[config.mk]
export PLATFORM = sky130hd
export DESIGN_NAME = mem_arbiter
export DESIGN_NICKNAME = d
export VERILOG_FILES = /design/src/rtl/mem_arbiter.sv
export SDC_FILE = /design/constraint.sdc
export NUM_CORES = 1
export LEC_CHECK = 0
export CAP_MARGIN = 20
export CORE_MARGIN = 2
export CORE_UTILIZATION = 45
export CTS_BUF_LIST = sky130_fd_sc_hd__clkbuf_4
export CTS_CLUSTER_SIZE = 16
export DETAILED_ROUTE_END_ITERATION = 8
export GPL_TIMING_DRIVEN = 0
export PLACE_DENSITY_LB_ADDON = 0.05
export SLEW_MARGIN = 20
export SYNTH_ARGS = -nofsm -noshare
export SYNTH_HDL_FRONTEND = slang
export SYNTH_SLANG_ARGS = --single-unit
[constraint.sdc]
create_clock -name clk -period 3.4 [get_ports clk]
set_input_delay 0.51 -clock clk [delete_from_list [all_inputs] [get_ports clk]]
set_output_delay 0.51 -clock clk [all_outputs]
set_load 0.03 [all_outputs]
[src/rtl/mem_arbiter.sv]
// Merges the core's instruction-refill and data ports onto one single-port req/ack bus.
// Data accesses win over fetches; an optional watchdog aborts transfers that never get an ack.
module mem_arbiter #(
  parameter int unsigned ADDR_W  = 32,
  parameter int unsigned DATA_W  = 32,
  parameter int unsigned TIMEOUT = 0
) (
  input  logic              clk,
  input  logic              rst,
  input  logic [ADDR_W-1:0] i_iaddr,
  input  logic              i_iread_en,
  output logic [DATA_W-1:0] o_inst,
  output logic              o_iread_vd,
  input  logic [ADDR_W-1:0] i_memaddr,
  input  logic              i_read_en,
  input  logic              i_write_en,
  input  logic [DATA_W-1:0] i_write_data,
  output logic [DATA_W-1:0] o_read_data,
  output logic              o_read_vd,
  output logic              o_exstall,
  output logic              o_mem_req,
  output logic              o_mem_we,
  output logic [ADDR_W-1:0] o_mem_addr,
  output logic [DATA_W-1:0] o_mem_wdata,
  input  logic              i_mem_ack,
  input  logic [DATA_W-1:0] i_mem_rdata,
  output logic              o_bus_err
);

  localparam int unsigned CNT_W = (TIMEOUT > 1) ? $clog2(TIMEOUT) : 1;
  localparam logic [CNT_W-1:0] CNT_MAX = CNT_W'((TIMEOUT > 0) ? TIMEOUT - 1 : 0);

  typedef enum logic [1:0] {IDLE, IFETCH, DACC, DDONE} state_t;

  state_t              state_q, state_d;
  logic                mem_req_q, mem_req_d;
  logic                mem_we_q, mem_we_d;
  logic [ADDR_W-1:0]   mem_addr_q, mem_addr_d;
  logic [DATA_W-1:0]   mem_wdata_q, mem_wdata_d;
  logic [DATA_W-1:0]   inst_q, inst_d;
  logic                iread_vd_q, iread_vd_d;
  logic [DATA_W-1:0]   read_data_q, read_data_d;
  logic                read_vd_q, read_vd_d;
  logic                bus_err_q, bus_err_d;
  logic                is_read_q, is_read_d;
  logic [CNT_W-1:0]    wd_cnt_q, wd_cnt_d;
  logic                dreq;
  logic                timeout_hit;

  assign dreq        = i_read_en | i_write_en;
  assign timeout_hit = (TIMEOUT != 0) && (wd_cnt_q == CNT_MAX);
  assign o_exstall   = dreq & (state_q != DDONE);

  always_comb begin
    state_d     = state_q;
    mem_req_d   = mem_req_q;
    mem_we_d    = mem_we_q;
    mem_addr_d  = mem_addr_q;
    mem_wdata_d = mem_wdata_q;
    inst_d      = inst_q;
    iread_vd_d  = 1'b0;
    read_data_d = read_data_q;
    read_vd_d   = 1'b0;
    bus_err_d   = 1'b0;
    is_read_d   = is_read_q;
    wd_cnt_d    = wd_cnt_q;
    case (state_q)
      IDLE: begin
        if (dreq) begin
          mem_addr_d  = i_memaddr;
          mem_wdata_d = i_write_data;
          mem_we_d    = i_write_en;
          is_read_d   = i_read_en & ~i_write_en;
          mem_req_d   = 1'b1;
          wd_cnt_d    = '0;
          state_d     = DACC;
        end else if (i_iread_en) begin
          mem_addr_d = i_iaddr;
          mem_we_d   = 1'b0;
          mem_req_d  = 1'b1;
          wd_cnt_d   = '0;
          state_d    = IFETCH;
        end
      end
      IFETCH: begin
        if (i_mem_ack) begin
          mem_req_d  = 1'b0;
          inst_d     = i_mem_rdata;
          // A redirected fetch returns a stale word; drop it silently.
          iread_vd_d = (i_iaddr == mem_addr_q);
          state_d    = IDLE;
        end else if (timeout_hit) begin
          mem_req_d = 1'b0;
          bus_err_d = 1'b1;
          state_d   = IDLE;
        end else begin
          wd_cnt_d = wd_cnt_q + CNT_W'(1);
        end
      end
      DACC: begin
        if (i_mem_ack) begin
          mem_req_d = 1'b0;
          if (is_read_q) begin
            read_data_d = i_mem_rdata;
            read_vd_d   = 1'b1;
          end
          state_d = DDONE;
        end else if (timeout_hit) begin
          mem_req_d = 1'b0;
          bus_err_d = 1'b1;
          if (is_read_q) begin
            read_data_d = '0;
            read_vd_d   = 1'b1;
          end
          state_d = DDONE;
        end else begin
          wd_cnt_d = wd_cnt_q + CNT_W'(1);
        end
      end
      DDONE:   state_d = IDLE;
      default: state_d = IDLE;
    endcase
  end

  always_ff @(posedge clk) begin
    if (rst) begin
      state_q     <= IDLE;
      mem_req_q   <= 1'b0;
      mem_we_q    <= 1'b0;
      mem_addr_q  <= '0;
      mem_wdata_q <= '0;
      inst_q      <= '0;
      iread_vd_q  <= 1'b0;
      read_data_q <= '0;
      read_vd_q   <= 1'b0;
      bus_err_q   <= 1'b0;
      is_read_q   <= 1'b0;
      wd_cnt_q    <= '0;
    end else begin
      state_q     <= state_d;
      mem_req_q   <= mem_req_d;
      mem_we_q    <= mem_we_d;
      mem_addr_q  <= mem_addr_d;
      mem_wdata_q <= mem_wdata_d;
      inst_q      <= inst_d;
      iread_vd_q  <= iread_vd_d;
      read_data_q <= read_data_d;
      read_vd_q   <= read_vd_d;
      bus_err_q   <= bus_err_d;
      is_read_q   <= is_read_d;
      wd_cnt_q    <= wd_cnt_d;
    end
  end

  assign o_mem_req   = mem_req_q;
  assign o_mem_we    = mem_we_q;
  assign o_mem_addr  = mem_addr_q;
  assign o_mem_wdata = mem_wdata_q;
  assign o_inst      = inst_q;
  assign o_iread_vd  = iread_vd_q;
  assign o_read_data = read_data_q;
  assign o_read_vd   = read_vd_q;
  assign o_bus_err   = bus_err_q;

endmodule

==> qor.csv <==
stage,metric,value,unit
outcome,status,"complete, no violations",
setup_path,critical path launch point type,primary input,
synth,Yosys cell types,34,
clocking,later-pin clock latency in the skew report,0.53,ns
finish,Layout area overhead,59.0,%
clocking,htree depth,4,
detailed_routing,final WL,18000,microns
timing,RSZ-0062 raised after global routing,no,
grt,initial antenna violation count,0,
timing,Final setup viols,0,
setup_path,"Arr. time, crit path",2.34,ns
synth,Synth area leaders,"dfxtp_1 (49%), nand2_1 (18%), a21oi_1 (9.1%)",
synth,Yosys top cell area share,0.494,
die,Initial Utilization,0.457,
timing,final worst path period need,2.85,ns
setup_path,reg-to-reg setup timing slack,1.57,ns
timing,setup TNS,0,ns
detailed_routing,vias per inst,5.18,
timing,worst-margin pin slew,0.709,ns
finish,"Design Area, Final",8700,sq um
synth,largest family of logic cells by synthesized area,simple AND/OR/NAND/NOR gates,
place,input/output buffers,265,
timing,Slew Limit Fails,0,
synth,Post-Synth Simple-Gate Area,0.231,
setup_path,critical path peak fanout,10,
synth,synthesized instance count,685,
setup_path,kind of critical path,in2out,
finish,fill cell count,956,
flow_run,Max-Cap Viols,0,
detailed_routing,drt pass-1 iters,5,
clocking,clk sinks,135,
timing,Highest Clock Rate,350,MHz
setup_path,"Req. time, crit path",2.89,ns
die,Die X-Extent,114,microns
grt,aggregate global-route resource usage,0.272,
clocking,CTS root buffer,clkbuf_4,
finish,share of layout cells above drive strength 1,0.0723,
grt,met2 GRT Util,0.481,
clocking,clock transition at the registers of the reported paths,0.10,ns
clocking,Hold Buf Count CTS,0,
synth,sequential area share after synthesis,0.494,
clocking,number of setup buffers added after CTS,0,
synth,adder-cell area share of the yosys netlist,0.0114,
hold_path,HP Class,in2reg,
grt,global-route wire length before repair,27800,microns
finish,nets,1108,
die,I/O Pins,268,
die,Die Ht,114,microns
timing,period utilisation layout,0.840,
clocking,CTS tree,built,
setup_path,crit end category,primary output,
timing,setup skew after layout,0.0169,ns
die,Die ar.,13100,sq um
power,maximum vdd drop,448,uV
clocking,number of buffers created by CTS,17,
grt,met1 Track Usage GR,0.310,
synth,Synth Area in Compound Gates,0.160,
clocking,Clock Path Buffers,2,
synth,mapped cell area,5470,sq um
grt,largest net degree at the start of global routing,17,
grt,grt met3 use,0.0868,
detailed_routing,via count,5850,
place,placed cell area,8310,sq um
grt,grt total ovfl,0,
detailed_routing,ANT nets after route,0,
place,Detail Placement HPWL,13800,microns
synth,Yosys reg bits,135,
die,core footprint,12000,sq um
synth,syn nets,824,
synth,Mean Syn Cell Area,7.99,sq um
synth,Syn. warnings,0,
grt,vias in the first global route,5745,
grt,busiest layer in global routing,met2,
die,FP Rows,40,
synth,"area leader, netlist",dfxtp_1,
timing,Slew HR,0.527,
finish,"most common cell after layout, fill and taps aside",clkdlybuf4s50_1,
power,Pwr per Cell Area,727,nW/um^2
finish,antenna cells,0,
timing,hold violation count in the final report,0,
detailed_routing,drt first-iter violations,357,
power,Leakage,3.27,nW
synth,post-synthesis xor/xnor area fraction,0.0512,
detailed_routing,drt drc,0,
clocking,Resize count post-CTS,0,
detailed_routing,WL/cell,15.9,microns
finish,"commonest cells after routing, fill and taps aside","clkdlybuf4s50_1 (265), nand2_1 (261), dfxtp_1 (135)",
place,routability cong.,0.871,
synth,post-synthesis mux area share,0,
## power by group
group          switching, W  total [W]  internal [W]
clock              0.000597    0.00142      0.000822
sequential         0.000250    0.00216       0.00191
combinational       0.00160    0.00274       0.00115
total               0.00244    0.00632       0.00388
## worst max-delay path: stages
cell and delay, ns:
clkdlybuf4s50_1 0.49, nor2_2 0.37, buf_2 0.30, nor2_1 0.06
clkdlybuf4s50_1 0.61
## kinds of logic after synthesis
| family | Yosys count |
|---|---|
| AND/OR/NAND/NOR | 321 |
| XOR/XNOR | 32 |
| adder cells (fa/ha/maj) | 5 |
| other | 1 |
| flip-flops | 135 |
| AO/OA/AOI/OAI | 138 |
| buffers and inverters | 53 |
## metrics by stage
stage / hold WS, ns / total power, W / setup WS, ns / utilization / cells
floorplan: 0.465 / 0.00380 / 1.76 / - / 685
global placement: 0.442 / 0.00486 / 0.578 / 0.695 / 1097
detailed placement: 0.446 / 0.00492 / 0.539 / 0.695 / 1097
CTS: 0.420 / 0.00634 / 0.526 / 0.727 / 1129
global route: 0.460 / 0.00665 / 0.460 / 0.727 / 1129
finish: 0.449 / 0.00632 / 0.546 / 0.727 / 1129
## final timing paths
| kind | from | end | depth (start not counted) |
|---|---|---|---|
| setup / recovery | i_write_en | o_exstall | 5 |
| setup reg to reg | state_q[0] | o_read_data[28] | 6 |
| hold reg to reg | o_read_data[10] | o_read_data[10] | 2 |
| hold / removal | rst | o_iread_vd | 4 |
## Yosys cell counts
cell type  number
a21oi_1       100
inv_1           2
clkbuf_1       19
xor2_1         29
buf_1           3
nand2b_1        1
nor4_1          7
buf_4           3
ha_1            5
or2_1           1
buf_2          20
a211o_1         1
and3_1          1
nor2_1         36
nand2_1       261
a211oi_1        2
nor3b_1         1
nand4_1         2
nor3_2          1
a311oi_1       24
conb_1          1
nand2_2         1
xnor2_1         3
a311oi_2        8
nor3_1          2
o21ai_0         1
dfxtp_1       135
and2_1          2
nand3_1         2
nor2_2          1
nor2b_1         2
buf_6           6
o2bb2ai_1       1
o311ai_0        1
## metal layers
layer  routed length (microns)  part of all wire
met3                      1510             0.084
met2                      9080              0.50
met1                      7040              0.39
met4                       369             0.021
met5                         0                 0
## final cells by class
cell class	count	area, sq um	area share
flip-flops and latches	135	2700	0.311
inverters	2	7.51	0.000863
clock buffers	19	143	0.0164
multi-input cells	497	2490	0.286
plain buffers	51	273	0.0313
well taps	147	184	0.0211
clock inverters	13	250	0.0288
repair buffers	265	2650	0.305
## state kept, by name, indices dropped and copies added (netlist names)
name	cells
is_read_q	1
o_mem_addr	32
o_mem_we	1
o_mem_req	1
o_read_data	32
o_read_vd	1
state_q	2
o_inst	32
o_mem_wdata	32
o_iread_vd	1
Power figures use the tool's default switching activity.
